## config.mk

```make
export PLATFORM = sky130hd
export DESIGN_NAME = md_seq_ctrl
export DESIGN_NICKNAME = d
export VERILOG_FILES = /design/src/rtl/md_pkg.sv /design/src/rtl/md_seq_ctrl.sv
export SDC_FILE = /design/constraint.sdc
export NUM_CORES = 1
export LEC_CHECK = 0
export CAP_MARGIN = 20
export CORE_AREA = 5 5 42 44
export DETAILED_ROUTE_END_ITERATION = 8
export DIE_AREA = 0 0 47 49
export DONT_BUFFER_PORTS = 1
export MAX_ROUTING_LAYER = met4
export PLACE_DENSITY = 0.71
export SETUP_SLACK_MARGIN = 0.1
export SYNTH_ARGS = -nofsm -noshare
export SYNTH_HDL_FRONTEND = slang
export SYNTH_SLANG_ARGS = --single-unit
```

## constraint.sdc

```tcl
create_clock -name clk -period 2.1 [get_ports clk]
set_clock_uncertainty 0.05 [all_clocks]
set_input_delay 0.42 -clock clk [delete_from_list [all_inputs] [get_ports clk]]
set_output_delay 0.42 -clock clk [all_outputs]
set_load 0.01 [all_outputs]
```

## src/rtl/md_pkg.sv

```systemverilog
// Shared types for the M-extension pipeline path: op codes, the "no op"
// encoding and the sequencing FSM states.
package md_pkg;

  typedef enum logic [2:0] {
    MD_MUL    = 3'd0,
    MD_MULH   = 3'd1,
    MD_MULHSU = 3'd2,
    MD_MULHU  = 3'd3,
    MD_DIV    = 3'd4,
    MD_DIVU   = 3'd5,
    MD_REM    = 3'd6,
    MD_REMU   = 3'd7
  } md_op_e;

  localparam logic [3:0] MD_OP_NONE = 4'hF;

  typedef enum logic [1:0] {
    IDLE = 2'd0,
    RUN  = 2'd1,
    DONE = 2'd2
  } md_state_e;

  // Codes 8-15 carry no operation.
  function automatic logic md_op_valid(input logic [3:0] op);
    return (op <= 4'd7);
  endfunction

  function automatic logic md_is_div(input logic [3:0] op);
    return op[2];
  endfunction

endpackage

```

## src/rtl/md_seq_ctrl.sv

```systemverilog
// Issue/latency sequencer for the iterative mul/div unit; stalls the front end
// until the result is ready. MD_DIVZ_FAST_EN: divide-by-zero finishes in one RUN cycle.
module md_seq_ctrl
  import md_pkg::*;
#(
  parameter int MUL_LAT = 4,
  parameter int DIV_LAT = 33,
  parameter int CNT_W   = $clog2(DIV_LAT + 1)
) (
  input  logic       clk,
  input  logic       rst_n,
  input  logic [3:0] md_op_i,
  input  logic       opinvalid_i,
  input  logic       flush_i,
  input  logic       div_zero_i,
  output logic       md_start_o,
  output logic [2:0] md_op_o,
  output logic       md_kill_o,
  output logic       stall_o,
  output logic       md_busy_o,
  output logic       result_valid_o
);

  localparam logic [CNT_W-1:0] MUL_CNT = CNT_W'(MUL_LAT - 1);
  localparam logic [CNT_W-1:0] DIV_CNT = CNT_W'(DIV_LAT - 1);

  md_state_e        state_q, state_d;
  logic [CNT_W-1:0] cnt_q, cnt_d;
  logic [2:0]       md_op_q, md_op_d;
  logic             issue_s;
  logic [CNT_W-1:0] issue_cnt_s;

  assign issue_s = (state_q == IDLE) && md_op_valid(md_op_i) && !opinvalid_i && !flush_i;

`ifdef MD_DIVZ_FAST_EN
  assign issue_cnt_s = md_is_div(md_op_i) ? (div_zero_i ? {CNT_W{1'b0}} : DIV_CNT) : MUL_CNT;
`else
  logic unused_divz_s;
  assign unused_divz_s = div_zero_i;
  assign issue_cnt_s   = md_is_div(md_op_i) ? DIV_CNT : MUL_CNT;
`endif

  // State, latency counter and latched op register.
  always_ff @(posedge clk) begin
    if (!rst_n) begin
      state_q <= IDLE;
      cnt_q   <= {CNT_W{1'b0}};
      md_op_q <= 3'd0;
    end else begin
      state_q <= state_d;
      cnt_q   <= cnt_d;
      md_op_q <= md_op_d;
    end
  end

  // Next-state and output decode; RUN spans cnt = LAT-1 down to 0.
  always_comb begin
    state_d        = state_q;
    cnt_d          = cnt_q;
    md_op_d        = md_op_q;
    md_start_o     = 1'b0;
    md_kill_o      = 1'b0;
    stall_o        = 1'b0;
    result_valid_o = 1'b0;
    case (state_q)
      IDLE: begin
        if (issue_s) begin
          md_start_o = 1'b1;
          stall_o    = 1'b1;
          md_op_d    = md_op_i[2:0];
          cnt_d      = issue_cnt_s;
          state_d    = RUN;
        end else begin
          state_d = IDLE;
        end
      end
      RUN: begin
        if (flush_i) begin
          md_kill_o = 1'b1;
          cnt_d     = {CNT_W{1'b0}};
          state_d   = IDLE;
        end else if (cnt_q == {CNT_W{1'b0}}) begin
          stall_o = 1'b1;
          state_d = DONE;
        end else begin
          stall_o = 1'b1;
          cnt_d   = cnt_q - {{(CNT_W-1){1'b0}}, 1'b1};
        end
      end
      DONE: begin
        result_valid_o = !flush_i;
        state_d        = IDLE;
      end
      default: begin
        cnt_d   = {CNT_W{1'b0}};
        state_d = IDLE;
      end
    endcase
  end

  assign md_op_o   = md_op_q;
  assign md_busy_o = (state_q != IDLE);

endmodule

```

==> metrics <==
run status=complete, no violations; core area=1400 µm²; Hold Crit Endpoint=state_q[0]; placed cell count=83; first-pass GRT wire length=2.09 mm; synth top area cells=dfxtp_1 (34%), mux2i_1 (6.3%), o32ai_4 (4.3%); deepest clock path buffer count=2; worst hold start=rst_n; clock sinks=11; Worst Max-Slew Pin Slew=0.429 ns; Final Wtd Congestion=0.794; reg2reg setup slack=0.25 ns; Syn Std Cell Area=639 µm²; Setup TNS Final=0 ns; clock-pin transition on the worst setup and hold timing paths=0.07 ns; nets=82; worst hold path depth=1; Max VDD drop=0.243 mV; # H-tree levels=1; number of routed nets with antenna violations=0; global route overflow=0; Final Hold Fails=0; final wirelength=1.29 mm; Setup crit start kind=flop; Ant. Diodes=0; largest net degree at the start of global routing=12; type of the worst setup path=reg -> out; vias in the first global route=500; Critical Path End Type=output pin; worst r2r dst=cnt_q[4]; wire length per cell=14.8 µm; Seq cells post-synth=11; Cells after Synth=69; fin crit share=91.9%; Total GRT Usage=13.3%; Initial DRC Count=6; Core Util, Final=49.0%; Clock Latency Late Sink=0.27 ns; initial antenna violation count=0; LEAKAGE=0.000315 µW; number of buffers created by CTS=3; Synth cell types=36; Pwr per Cell Area=666 nW/µm²; reg2reg start=state_q[0]; peak fanout along the critical path=10; final non-filler cell total=87; # setup viols final=0; # DRC=0; Crit path required time=1.63 ns; leading area contributor after synthesis=dfxtp_1; # IOs=17; Yosys warning count=0; Rows=14; Max Cap Viol=0; FF-to-FF path depth=4; port buffer count=0; CTS tree=yes; DRT Pass-1 Iters=4; Seq/Total Area, Yosys=34.4%; Slew headroom=71.4%; min Tclk post-route=1.93 ns; Die H=49 µm; Root Driver=clkbuf_4; Pwr Total=457 µW; synthesized area per cell=9.27 µm²; Synth-to-Final Area Change=7.44%; layout cells sized above 1=16.9%; area of the die=2300 µm²; via count=514; top cell type's share of synthesized area=34.4%; die width=47 µm; Syn Nets=79; Post-DP HPWL=965 µm; Max Fclk=518 MHz; # fillers=140; most frequent cells in the layout=dfxtp_1 (10), mux2i_1 (4), nor2b_1 (4), nand2b_1 (4), nand2_1 (4); unrepaired setup endpoints after global routing=false; Slew Limit Fails=0; initial core utilization=45.6%; arrival time worst endpoint=1.46 ns; Min-Delay Path Class=in -> reg; commonest non-fill, non-tap cell in the layout=dfxtp_1; Via density=5.91
where the power goes:
part           switching, µW  internal, µW  total, µW
registers               10.9           220        231
logic                   45.3          34.0       79.3
clock network           73.2          73.7        147
flip-flops by register name (all words and copies together), names as in the netlist:
name	flops
cnt_q	6
md_op_o	3
state_q	2
cell type report:
cell class	instances	area, µm²	area share, %
Inverter	4	15.0	2.19
Multi-Input combinational cell	50	389	56.6
Timing Repair Buffer	2	15.0	2.19
Tap cell	16	20.0	2.91
Clock buffer	4	26.3	3.83
Sequential cell	11	221	32.2
how the worst max path moves through the flow:
stage	endpoint	startpoint	cells after the start	slack, ns
final	stall_o	state_q[0]	3	0.17
after global routing	stall_o	state_q[1]	3	0.12
after CTS	stall_o	state_q[0]	3	0.16
after detailed placement	cnt_q[4]	state_q[0]	4	0.20
after global placement	cnt_q[4]	state_q[0]	4	0.21
after floorplan	stall_o	state_q[0]	5	0.25
per-stage QoR:
step | cell area (µm²) | hold WS [ns] | setup WS [ns]
3_3_place_gp | 653 | 0.402 | 0.214
6_report | 687 | 0.216 | 0.170
5_1_grt | 687 | 0.209 | 0.121
3_5_place_dp | 653 | 0.417 | 0.195
2_1_floorplan | 639 | 0.391 | 0.250
4_1_cts | 687 | 0.219 | 0.160
cell families after synthesis:
kind of cell / after synthesis / share of synthesized area (%)
AND/OR/NAND/NOR: 34 / 34.6
AO/OA/AOI/OAI: 11 / 17.0
multiplexers: 4 / 6.26
flip-flops: 11 / 34.4
buffers and inverters: 8 / 5.67
adder cells (fa/ha/maj): 1 / 1.96
what timing repair did:
| item | CTS | global route |
|---|---|---|
| gates resized for setup | 3 | 0 |
| hold endpoints to repair | 0 | 0 |
| setup endpoints to repair | 2 | 0 |
| hold buffers | 0 | 0 |
| buffers inserted | 0 | 0 |
critical path: stages (launching register included):
cell and delay, ns:
dfxtp_2 0.38, or2_1 0.25, or4_4 0.45, nand2_2 0.11
synthesized netlist by cell type, drive strengths merged:
cell and number:
dfxtp 11, nand2 5, inv 4, mux2i 4, nand2b 4, nor2b 4, and3 3, buf 3
nor2 2, nor3b 2, nor4 2, o21ai 2, o221ai 2, or2 2, or4 2, and2 1
and3b 1, clkbuf 1, ha 1, nand3 1, nand3b 1, nand4b 1, nor3 1, o211a 1
o211ai 1, o2bb2ai 1, o311ai 1, o32a 1, o32ai 1, o41ai 1, or3 1, or3b 1
routing by layer:
metal / share of wire (%) / GRT usage, % / vias up
met1: 43 / 14.6 / 233
met4: 3.6 / 11.5 / 0
met5: 0 / - / -
met3: 7.7 / 4.80 / 5
met2: 46 / 17.9 / 17
li1: - / - / 259
No activity file was read; power rests on OpenSTA's default activity.
